<file path="config.mk">
export PLATFORM = sky130hd
export DESIGN_NAME = ram_arbiter
export DESIGN_NICKNAME = d
export VERILOG_FILES = /design/src/rtl/pim_mem_pkg.sv /design/src/rtl/ram_arb_rd_tracker.sv /design/src/rtl/ram_arbiter.sv
export SDC_FILE = /design/constraint.sdc
export NUM_CORES = 1
export LEC_CHECK = 0
export CORE_MARGIN = 5
export CORE_UTILIZATION = 40
export DETAILED_ROUTE_END_ITERATION = 8
export HOLD_SLACK_MARGIN = 0.05
export PLACE_DENSITY = 0.8
export SLEW_MARGIN = 20
export SYNTH_ARGS = -nofsm -noshare
export SYNTH_HDL_FRONTEND = slang
export SYNTH_SLANG_ARGS = --single-unit
export TNS_END_PERCENT = 10
</file>
<file path="constraint.sdc">
create_clock -name clk -period 2.21 [get_ports clk]
set_input_delay 0.5525 -clock clk [delete_from_list [all_inputs] [get_ports clk]]
set_output_delay 0.5525 -clock clk [all_outputs]
set_load 0.1 [all_outputs]
</file>
<file path="src/rtl/pim_mem_pkg.sv">
// Shared types for the PIM memory subsystem.
// Holds the default RAM geometry, the requester command record, the owner
// tag used to route read data back to the right requester, and the entry
// type of the read-tag pipeline.
package pim_mem_pkg;

  localparam int MEM_ADDR_W = 10;
  localparam int MEM_DATA_W = 32;
  localparam int MEM_BE_W   = MEM_DATA_W / 8;

  // Which requester issued a RAM operation.
  typedef enum logic {
    OWN_CORE = 1'b0,
    OWN_PIM  = 1'b1
  } owner_e;

  // One requester command as seen by the RAM, at the default geometry.
  typedef struct packed {
    logic                  we;
    logic [MEM_ADDR_W-1:0] addr;
    logic [MEM_DATA_W-1:0] wdata;
    logic [MEM_BE_W-1:0]   be;
  } mem_req_t;

  // One slot of the read-tag pipeline.
  typedef struct packed {
    logic   valid;
    owner_e owner;
  } rd_tag_t;

  // The requester that is not 'o'.
  function automatic owner_e other_owner(input owner_e o);
    return (o == OWN_CORE) ? OWN_PIM : OWN_CORE;
  endfunction

endpackage

</file>
<file path="src/rtl/ram_arb_rd_tracker.sv">
// Read-tag pipeline for ram_arbiter.
// A read is pushed in the cycle it is granted; its tag walks DEPTH stages and
// pops out in the cycle the RAM presents its data on q. One push per cycle is
// accepted, so back-to-back reads run at full throughput without stalls.
// Ports:
//   clk, reset         clock and synchronous active-high reset (flushes tags)
//   push, push_owner   a read was granted this cycle, and to whom
//   pop_core, pop_pim  the read data on q this cycle belongs to that owner
module ram_arb_rd_tracker
  import pim_mem_pkg::*;
#(
  parameter int DEPTH = 2
) (
  input  logic   clk,
  input  logic   reset,
  input  logic   push,
  input  owner_e push_owner,
  output logic   pop_core,
  output logic   pop_pim
);

  rd_tag_t tags_q [DEPTH];
  rd_tag_t tags_d [DEPTH];

  always_comb begin
    tags_d[0].valid = push;
    tags_d[0].owner = push_owner;
    for (int i = 1; i < DEPTH; i++) begin
      tags_d[i] = tags_q[i-1];
    end
  end

  always_ff @(posedge clk) begin
    if (reset) begin
      for (int i = 0; i < DEPTH; i++) begin
        tags_q[i] <= '0;
      end
    end else begin
      tags_q <= tags_d;
    end
  end

  assign pop_core = tags_q[DEPTH-1].valid && (tags_q[DEPTH-1].owner == OWN_CORE);
  assign pop_pim  = tags_q[DEPTH-1].valid && (tags_q[DEPTH-1].owner == OWN_PIM);

endmodule

</file>
<file path="src/rtl/ram_arbiter.sv">
// Two-port arbiter in front of the single-port RAM1_IP.
// Port 0 is the core-side ram_controller, port 1 the PIM compute engine.
// At most one request is granted per cycle (combinational gnt); the granted
// command is registered onto the ram_* outputs the following cycle, and read
// data returning on ram_q is steered to its owner using a tag pipeline.
// Parameters: ADDR_W, DATA_W, RD_LATENCY (1..3), ARB_MODE (0 round-robin,
// 1 fixed priority with port 0 winning).
// Ports:
//   clk, reset                      clock, synchronous active-high reset
//   mN_req/we/addr/wdata/be         requester command, held until mN_gnt
//   mN_gnt                          command accepted this cycle
//   mN_rvalid, mN_rdata             read return pulse and data (data holds)
//   ram_addr/wdata/byteena/wren/rden  registered command into RAM1_IP
//   ram_q                           RAM1_IP read data
// Build option: define RAM_ARB_STATS_EN to add the stat_gnt0, stat_gnt1 and
// stat_conflict counters.
module ram_arbiter
  import pim_mem_pkg::*;
#(
  parameter  int ADDR_W     = MEM_ADDR_W,
  parameter  int DATA_W     = MEM_DATA_W,
  parameter  int RD_LATENCY = 1,
  parameter  int ARB_MODE   = 0,
  localparam int BE_W       = DATA_W / 8
) (
  input  logic              clk,
  input  logic              reset,
  input  logic              m0_req,
  input  logic              m0_we,
  input  logic [ADDR_W-1:0] m0_addr,
  input  logic [DATA_W-1:0] m0_wdata,
  input  logic [BE_W-1:0]   m0_be,
  output logic              m0_gnt,
  output logic              m0_rvalid,
  output logic [DATA_W-1:0] m0_rdata,
  input  logic              m1_req,
  input  logic              m1_we,
  input  logic [ADDR_W-1:0] m1_addr,
  input  logic [DATA_W-1:0] m1_wdata,
  input  logic [BE_W-1:0]   m1_be,
  output logic              m1_gnt,
  output logic              m1_rvalid,
  output logic [DATA_W-1:0] m1_rdata,
  output logic [ADDR_W-1:0] ram_addr,
  output logic [DATA_W-1:0] ram_wdata,
  output logic [BE_W-1:0]   ram_byteena,
  output logic              ram_wren,
  output logic              ram_rden,
  input  logic [DATA_W-1:0] ram_q
`ifdef RAM_ARB_STATS_EN
  ,
  output logic [31:0]       stat_gnt0,
  output logic [31:0]       stat_gnt1,
  output logic [31:0]       stat_conflict
`endif
);

  owner_e            rr_prio_q, rr_prio_d;
  logic              gnt0, gnt1, gnt_any, contested;
  logic              sel_we;
  logic [ADDR_W-1:0] sel_addr;
  logic [DATA_W-1:0] sel_wdata;
  logic [BE_W-1:0]   sel_be;

  logic              ram_wren_q, ram_wren_d;
  logic              ram_rden_q, ram_rden_d;
  logic [ADDR_W-1:0] ram_addr_q, ram_addr_d;
  logic [DATA_W-1:0] ram_wdata_q, ram_wdata_d;
  logic [BE_W-1:0]   ram_byteena_q, ram_byteena_d;

  logic              pop_core, pop_pim;
  logic              rvalid0, rvalid1;
  logic [DATA_W-1:0] rdata0_q, rdata0_d;
  logic [DATA_W-1:0] rdata1_q, rdata1_d;

  // Grants are suppressed while reset is high: a command accepted in that
  // cycle would be wiped from the command register before reaching the RAM.
  // The round-robin pointer names the port that wins the next contested
  // cycle and only moves when both ports actually competed.
  always_comb begin
    gnt0      = 1'b0;
    gnt1      = 1'b0;
    contested = m0_req && m1_req && !reset;
    if (!reset) begin
      if (m0_req && (!m1_req || ARB_MODE == 1 || rr_prio_q == OWN_CORE)) begin
        gnt0 = 1'b1;
      end else if (m1_req) begin
        gnt1 = 1'b1;
      end
    end
    rr_prio_d = rr_prio_q;
    if (contested) begin
      rr_prio_d = other_owner(gnt0 ? OWN_CORE : OWN_PIM);
    end
  end

  assign gnt_any = gnt0 || gnt1;

  // Next RAM command. Reads always enable every byte; idle cycles keep the
  // last address and data on the bus so RAM inputs do not toggle needlessly.
  always_comb begin
    sel_we        = gnt1 ? m1_we    : m0_we;
    sel_addr      = gnt1 ? m1_addr  : m0_addr;
    sel_wdata     = gnt1 ? m1_wdata : m0_wdata;
    sel_be        = gnt1 ? m1_be    : m0_be;
    ram_wren_d    = 1'b0;
    ram_rden_d    = 1'b0;
    ram_addr_d    = ram_addr_q;
    ram_wdata_d   = ram_wdata_q;
    ram_byteena_d = ram_byteena_q;
    if (gnt_any) begin
      ram_wren_d    = sel_we;
      ram_rden_d    = !sel_we;
      ram_addr_d    = sel_addr;
      ram_wdata_d   = sel_wdata;
      ram_byteena_d = sel_we ? sel_be : '1;
    end
  end

  // A read pushed at grant time leaves the tracker RD_LATENCY cycles after
  // its command cycle, exactly when ram_q carries its data.
  ram_arb_rd_tracker #(
    .DEPTH(1 + RD_LATENCY)
  ) u_rd_tracker (
    .clk       (clk),
    .reset     (reset),
    .push      (gnt_any && !sel_we),
    .push_owner(gnt1 ? OWN_PIM : OWN_CORE),
    .pop_core  (pop_core),
    .pop_pim   (pop_pim)
  );

  // Returns landing in a reset cycle belong to reads being discarded.
  // rdata shows ram_q live during the rvalid pulse and then holds it.
  always_comb begin
    rvalid0  = pop_core && !reset;
    rvalid1  = pop_pim && !reset;
    rdata0_d = rvalid0 ? ram_q : rdata0_q;
    rdata1_d = rvalid1 ? ram_q : rdata1_q;
  end

  always_ff @(posedge clk) begin
    if (reset) begin
      rr_prio_q     <= OWN_CORE;
      ram_wren_q    <= 1'b0;
      ram_rden_q    <= 1'b0;
      ram_addr_q    <= '0;
      ram_wdata_q   <= '0;
      ram_byteena_q <= '0;
      rdata0_q      <= '0;
      rdata1_q      <= '0;
    end else begin
      rr_prio_q     <= rr_prio_d;
      ram_wren_q    <= ram_wren_d;
      ram_rden_q    <= ram_rden_d;
      ram_addr_q    <= ram_addr_d;
      ram_wdata_q   <= ram_wdata_d;
      ram_byteena_q <= ram_byteena_d;
      rdata0_q      <= rdata0_d;
      rdata1_q      <= rdata1_d;
    end
  end

  assign m0_gnt      = gnt0;
  assign m1_gnt      = gnt1;
  assign m0_rvalid   = rvalid0;
  assign m1_rvalid   = rvalid1;
  assign m0_rdata    = rdata0_d;
  assign m1_rdata    = rdata1_d;
  assign ram_wren    = ram_wren_q;
  assign ram_rden    = ram_rden_q;
  assign ram_addr    = ram_addr_q;
  assign ram_wdata   = ram_wdata_q;
  assign ram_byteena = ram_byteena_q;

`ifdef RAM_ARB_STATS_EN
  // Free-running grant and conflict counters; they wrap naturally.
  logic [31:0] stat_gnt0_q, stat_gnt0_d;
  logic [31:0] stat_gnt1_q, stat_gnt1_d;
  logic [31:0] stat_conflict_q, stat_conflict_d;

  always_comb begin
    stat_gnt0_d     = stat_gnt0_q + (gnt0 ? 32'd1 : 32'd0);
    stat_gnt1_d     = stat_gnt1_q + (gnt1 ? 32'd1 : 32'd0);
    stat_conflict_d = stat_conflict_q + (contested ? 32'd1 : 32'd0);
  end

  always_ff @(posedge clk) begin
    if (reset) begin
      stat_gnt0_q     <= '0;
      stat_gnt1_q     <= '0;
      stat_conflict_q <= '0;
    end else begin
      stat_gnt0_q     <= stat_gnt0_d;
      stat_gnt1_q     <= stat_gnt1_d;
      stat_conflict_q <= stat_conflict_d;
    end
  end

  assign stat_gnt0     = stat_gnt0_q;
  assign stat_gnt1     = stat_gnt1_q;
  assign stat_conflict = stat_conflict_q;
`else
  // Statistics counters are not built; arbitration is unaffected.
`endif

endmodule

</file>
==> results of run 1 <==
final timing paths:
path / startpoint / end / slack [ns] / cells after the start
max: u_rd_tracker.tags_q[0]$_SDFF_PP0_ / m0_rdata[5] / -0.14 / 5
min: u_rd_tracker.tags_d[0]$_SDFF_PP0_ / u_rd_tracker.tags_q[0]$_SDFF_PP0_ / 0.44 / 1
max reg2reg: u_rd_tracker.tags_q[0]$_SDFF_PP0_ / rdata0_q[1]$_SDFF_PP0_ / 0.71 / 5
min reg2reg: u_rd_tracker.tags_d[0]$_SDFF_PP0_ / u_rd_tracker.tags_q[0]$_SDFF_PP0_ / 0.44 / 1
kinds of logic after synthesis:
kind of cell    after synthesis  synth area share, %
compound gates               49                 7.47
mux                         110                 24.4
flops                       117                 48.4
buf+inv                      38                 4.42
xor+xnor                      1                0.181
simple gates                129                 15.1
flip-flops by register name, summed over array words and instances, names as in the netlist, 2 cells and up:
signal / cells
rdata1_q: 32
ram_addr: 10
ram_byteena: 4
u_rd_tracker.tags_q: 2
rdata0_q: 32
ram_wdata: 32
u_rd_tracker.tags_d: 2
worst max-delay path, stage by stage (launching register included):
cell and delay, ns:
dfxtp_2 0.34, nor3b_4 0.22, buf_6 0.18, clkbuf_16 0.16, mux2_4 0.32, buf_12 0.17
final cells by class:
type | instances | share of cell area [%]
multi-input combinational | 289 | 27.5
timing repair buffer | 272 | 37.7
clock inverter | 10 | 1.21
inverter | 3 | 0.127
clock buffer | 22 | 5.01
sequential | 117 | 26.4
tap | 147 | 2.07
power by group through the flow:
| stage | combinational [mW] | sequential (mW) | clock, mW |
|---|---|---|---|
| after global placement | 1.48 | 2.28 | 0 |
| final | 1.52 | 2.24 | 2.56 |
| after floorplan | 0.454 | 2.78 | 0 |
| after CTS | 1.52 | 2.24 | 2.61 |
| after global routing | 1.57 | 2.25 | 2.72 |
| after detailed placement | 1.50 | 2.29 | 0 |
cells in the final DEF (no fill, tap or decap), types with 3 or more instances in the layout:
cell type / instances
a211oi_1: 45
and2b_1: 29
buf_12: 74
buf_4: 64
buf_6: 4
clkbuf_1: 5
clkbuf_16: 19
clkdlybuf4s50_1: 127
clkinv_2: 5
clkinvlp_4: 3
dfxtp_1: 115
inv_1: 3
mux2_2: 33
mux2_4: 32
mux2i_1: 45
nand2_1: 3
nor2_1: 45
nor2b_1: 37
nor3_1: 6
repair_timing:
| action | CTS | global route |
|---|---|---|
| setup buffers | 2 | 2 |
| resized for setup | 26 | 12 |
| endpoints found under the setup margin | 48 | 65 |
| pin swaps | 1 | 0 |
| gates cloned | 1 | 2 |
layer usage:
layer	part of all wire [%]	GRT usage [%]	wire length, µm
met3	8.7	6.50	1270
met5	0	0	0
met1	39	21.5	5740
met4	2.6	9.09	376
met2	50	34.5	7300
==> flow_metrics.py, run 1 <==
metrics = {
    "status": {
        "status": "complete, but fails checks",
        "violations": "negative setup slack",
    },
    "layout": {
        "drive_above_1_share_pct": 34.2,
        "fill_cells": 778,
        "antenna_cells": 0,
        "regArea_um2": 2340,
        "multiInputGateArea_um2": 2440,
        "fin_util_pct": 74.1,
        "fin_cells": 860,
        "nets": 830,
        "stdcell_area_um2": 8870,
        "area_growth_syn_to_layout_pct": 83.2,
    },
    "synth": {
        "yosys.area.top_type": "dfxtp_1",
        "ys_ff_latch": 117,
        "yosys_warnings": 0,
        "syn_area_um2": 4840,
        "synth_top_cell_area_share_pct": 48.4,
        "synthArstFlopShare_pct": 0,
        "ys_seq_area_share_pct": 48.4,
        "syn_avg_cell_area_um2": 10.9,
        "synthDistinctLibCells": 27,
        "ys_dominant_reg_cell": "dfxtp_1",
        "syn_inst": 444,
        "synth-edff-count": 0,
        "yosys.cell_count.top_type": "dfxtp_1",
        "syn_nets": 574,
        "synth_area_leaders": "dfxtp_1 (48%), mux2_2 (13%), mux2i_1 (9.3%), a211oi_1 (7.0%), nor2b_1 (4.8%)",
        "synthTopCellsByCount": "dfxtp_1 (117), mux2_2 (58), nor2_1 (47)",
    },
    "power_and_ir_drop": {
        "power.density_nw_per_um2": 713,
        "seqPwrFrac_pct": 35.5,
        "p_switching_mw": 1.93,
        "combPwrFrac_pct": 24.0,
        "ir_worst_vdd_mv": 0.472,
        "p_sw_share_pct": 30.5,
        "design_power_total_mw": 6.32,
        "p_clk_share_pct": 40.5,
        "power.internal_mw": 4.39,
        "leakagePower_nw": 4.04,
    },
    "setup_path": {
        "cp_max_fo": 5,
        "crit_path_end_kind": "primary output",
        "crit_path_start_kind": "register",
        "worst-endpoint-required_ns": 1.66,
        "crit_type": "register to primary output",
        "critPathArrivalTime_ns": 1.80,
    },
    "timing": {
        "rsz0062_at_grt": "yes",
        "setup_violations": 51,
        "finalMaxSlewViolations": 0,
        "tns_ns": -3.49,
        "skew_ns": 0.00695,
        "period_share_pct": 106,
        "period_needed_ns": 2.35,
        "fmax_ghz": 0.425,
        "relSlewSlack_pct": 51.0,
        "timing.hold.ws_ns": 0.441,
        "max_slew.worst_pin.slew_ns": 0.735,
        "finalHoldViolations": 0,
        "layout_setup_ws_ns": -0.141,
    },
    "detailed_routing": {
        "antenna_left": 0,
        "via_per_inst": 4.88,
        "drc_errors": 0,
        "drt_iter0_drc": 203,
        "drtPass1Iterations": 4,
        "post_drt_wl_per_cell_um": 17.1,
        "vias": 4200,
        "routed_wl_mm": 14.7,
    },
    "place": {
        "dp.cells": 822,
        "place_congestion": 0.767,
        "dp_hpwl_mm": 10.9,
        "port_buffers": 245,
        "place_worst_setup_slack_ns": -0.117,
        "placed_cell_area_um2": 8130,
    },
    "grt": {
        "antenna_found_initial": 0,
        "grt_max_degree": 80,
        "grt_usage_pct": 19.7,
        "grt_remaining_overflow": 0,
        "grt_pass1_vias": 4363,
        "grt_pass1_wl_mm": 22.4,
    },
    "clock_network": {
        "numCtsBuffers": 17,
        "cts-root-buf": "clkbuf_16",
        "worstSkewPairLatency_ns": 0.40,
        "cts_sinks": 117,
        "cts_tree": "built",
        "clk_path_buf_depth": 2,
        "cts_max_level": 4,
        "path_clk_slew_ns": 0.05,
        "postCtsHoldBufs": 0,
    },
    "worst_hold_path": {
        "holdCritPathClass": "register to register",
    },
    "floorplanning": {
        "placementRows": 40,
        "initial_utilization_pct": 40.5,
        "dieArea_um2": 14400,
        "fp.dieW_um": 120,
        "core_region_area_um2": 12000,
        "die_height_um": 120,
        "num_io_pins": 246,
    },
    "flow_run": {
        "drv_cap": 0,
    },
}
Power figures use the tool's default switching activity.
==> run 2: changes to the inputs <==
Settings changed: CORE_UTILIZATION 40 to 41, DONT_BUFFER_PORTS set to 1, PLACE_DENSITY 0.8 to not set.
==> run 2 against run 1 <==
  * The flow still finishes with violations (negative setup slack)
  * Final area fell by 28%
  * Cell count is 24% lower
  * Non-clock buffer count fell by 199
  * Combinational power is 26% lower
  * Via count decreased by 20%
  * Worst hold slack worse by 0.22 ns
  * Largest power group unchanged
  * Utilization is 19 points lower
  * Die area decreased by 2.2%
==> flow_metrics.py, run 2 (same netlist as run 1, synthesis figures left out) <==
metrics = {
    "layout": {
        "antenna_cells": 0,
        "area_growth_syn_to_layout_pct": 31.4,
        "nets": 631,
        "layout_common_cells": "dfxtp_1 (115), mux2_4 (64), buf_4 (54)",
        "fill_cells": 1010,
        "final_common_cell": "dfxtp_1",
        "fin_util_pct": 55.2,
        "multiInputGateArea_um2": 2560,
        "stdcell_area_um2": 6360,
        "regArea_um2": 2340,
        "drive_above_1_share_pct": 33.2,
    },
    "status": {
        "violations": "negative setup slack",
        "status": "complete, but fails checks",
    },
    "power_and_ir_drop": {
        "power.internal_mw": 3.92,
        "p_sw_share_pct": 31.0,
        "leakagePower_nw": 3.08,
        "power.density_nw_per_um2": 893,
        "ir_worst_vdd_mv": 0.518,
        "p_switching_mw": 1.76,
        "seqPwrFrac_pct": 39.2,
        "combPwrFrac_pct": 19.8,
        "p_clk_share_pct": 41.0,
    },
    "floorplanning": {
        "core_region_area_um2": 11500,
        "fp.dieW_um": 119,
        "die_height_um": 119,
        "dieArea_um2": 14100,
        "placementRows": 39,
        "initial_utilization_pct": 42.0,
        "num_io_pins": 246,
    },
    "grt": {
        "grtUsageMet1_pct": 18.1,
        "grt_pass1_wl_mm": 19.2,
        "grt_max_degree": 124,
        "antenna_found_initial": 0,
        "grt_util_met2_pct": 28.6,
        "grt_usage_pct": 17.3,
        "busiest_layer": "met2",
        "grt_util_met3_pct": 9.89,
        "grt_remaining_overflow": 0,
        "grt_pass1_vias": 3534,
    },
    "setup_path": {
        "crit_type": "register to primary output",
        "critical_path.startpoint": "u_rd_tracker.tags_q[0]$_SDFF_PP0_",
        "ff2ff_setup_slack_ns": 0.56,
        "cp_max_fo": 10,
        "regToRegStartpoint": "u_rd_tracker.tags_q[0]$_SDFF_PP0_",
        "crit_path_end_kind": "primary output",
        "r2r_end": "rdata0_q[12]$_SDFF_PP0_",
        "critPathArrivalTime_ns": 1.74,
        "worst_r2r_path_depth": 5,
        "endpoint": "m0_rdata[7]",
        "worst-endpoint-required_ns": 1.66,
        "crit_path_start_kind": "register",
    },
    "place": {
        "placed_cell_area_um2": 5560,
        "dp_hpwl_mm": 8.28,
        "port_buffers": 0,
        "place_congestion": 0.789,
        "place_worst_setup_slack_ns": 0.0381,
    },
    "timing": {
        "relSlewSlack_pct": 64.8,
        "fmax_ghz": 0.435,
        "max_slew.worst_pin.slew_ns": 0.528,
        "finalMaxSlewViolations": 0,
        "finalHoldViolations": 0,
        "setup_violations": 32,
        "layout_setup_ws_ns": -0.0873,
        "period_share_pct": 104,
        "skew_ns": 0.00902,
        "rsz0062_at_grt": "yes",
        "period_needed_ns": 2.30,
    },
    "clock_network": {
        "cts_max_level": 4,
        "numCtsBuffers": 17,
        "cts-root-buf": "clkbuf_16",
        "cts_tree": "built",
        "cts_sinks": 117,
        "worstSkewPairLatency_ns": 0.41,
        "path_clk_slew_ns": 0.05,
        "clk_path_buf_depth": 2,
        "postCtsHoldBufs": 0,
    },
    "detailed_routing": {
        "via_per_inst": 5.16,
        "vias": 3381,
        "drt_iter0_drc": 133,
        "drtPass1Iterations": 4,
        "antenna_left": 0,
        "post_drt_wl_per_cell_um": 18.9,
        "routed_wl_mm": 12.4,
        "drc_errors": 0,
    },
    "flow_run": {
        "drv_cap": 0,
    },
    "worst_hold_path": {
        "hold_depth": 1,
        "holdCritPathClass": "primary input to register",
    },
}
-- run 2: cell types whose count changed in the layout (fill, tap and decap cells not counted), sizes merged --
cell / change
clkdlybuf4s50: -127
buf: -69
bufinv: -2
clkinvlp: -2
clkbuf: +1
clkinv: -1
dlymetal6s2s: -1
-- run 2: what timing repair did --
action,CTS,global route
buffers inserted,4,0
pin swaps,1,0
cloned,2,0
resized for setup,65,7
setup endpoints to repair,64,51
-- run 2: cell type report --
class / instances / share of cell area (%)
timing repair buffer: 73 / 12.1
clock buffer: 25 / 7.47
sequential: 117 / 36.9
clock inverter: 5 / 0.433
inverter: 3 / 0.177
multi-input combinational: 289 / 40.2
tap: 143 / 2.81
-- run 2: per-layer routing --
layer / share of wire (%) / routed length [µm]
met1: 37 / 4630
met2: 49 / 6120
met3: 11 / 1340
met4: 2.2 / 276
met5: 0 / 0
-- run 2: power by group through the flow --
| stage | logic (mW) | registers [mW] | clock network [mW] |
|---|---|---|---|
| finish | 1.13 | 2.23 | 2.33 |
| global route | 1.17 | 2.23 | 2.51 |
| CTS | 1.14 | 2.23 | 2.41 |
| detailed placement | 1.11 | 2.27 | 0 |
| global placement | 1.10 | 2.27 | 0 |
| floorplan | 0.454 | 2.78 | 0 |
-- run 2: worst min path at each step --
stage                                                  from                                end
final                                                 reset          ram_wdata[0]$_SDFFE_PP0P_
after global routing                                  reset          ram_wdata[3]$_SDFFE_PP0P_
after CTS                                             reset          ram_wdata[3]$_SDFFE_PP0P_
after detailed placement  u_rd_tracker.tags_d[1]$_SDFF_PP0_  u_rd_tracker.tags_q[1]$_SDFF_PP0_
after global placement    u_rd_tracker.tags_d[0]$_SDFF_PP0_  u_rd_tracker.tags_q[0]$_SDFF_PP0_
after floorplan           u_rd_tracker.tags_d[0]$_SDFF_PP0_  u_rd_tracker.tags_q[0]$_SDFF_PP0_
-- run 2: worst max-delay path: stages (launching register included) --
cell and delay (ns):
dfxtp_2 0.34, nor3b_4 0.20, buf_6 0.16, buf_12 0.15
mux2_4 0.33, buf_12 0.17
-- run 2: through the flow --
| step | hold WS, ns | setup TNS (ns) | cells | power [mW] |
|---|---|---|---|---|
| finish | 0.219 | -1.40 | 655 | 5.68 |
| global route | 0.203 | -4.20 | 655 | 5.91 |
| CTS | 0.202 | -2.99 | 656 | 5.77 |
| detailed placement | 0.428 | 0 | 620 | 3.38 |
| global placement | 0.426 | 0 | 620 | 3.36 |
| floorplan | 0.414 | -0.369 | 444 | 3.24 |
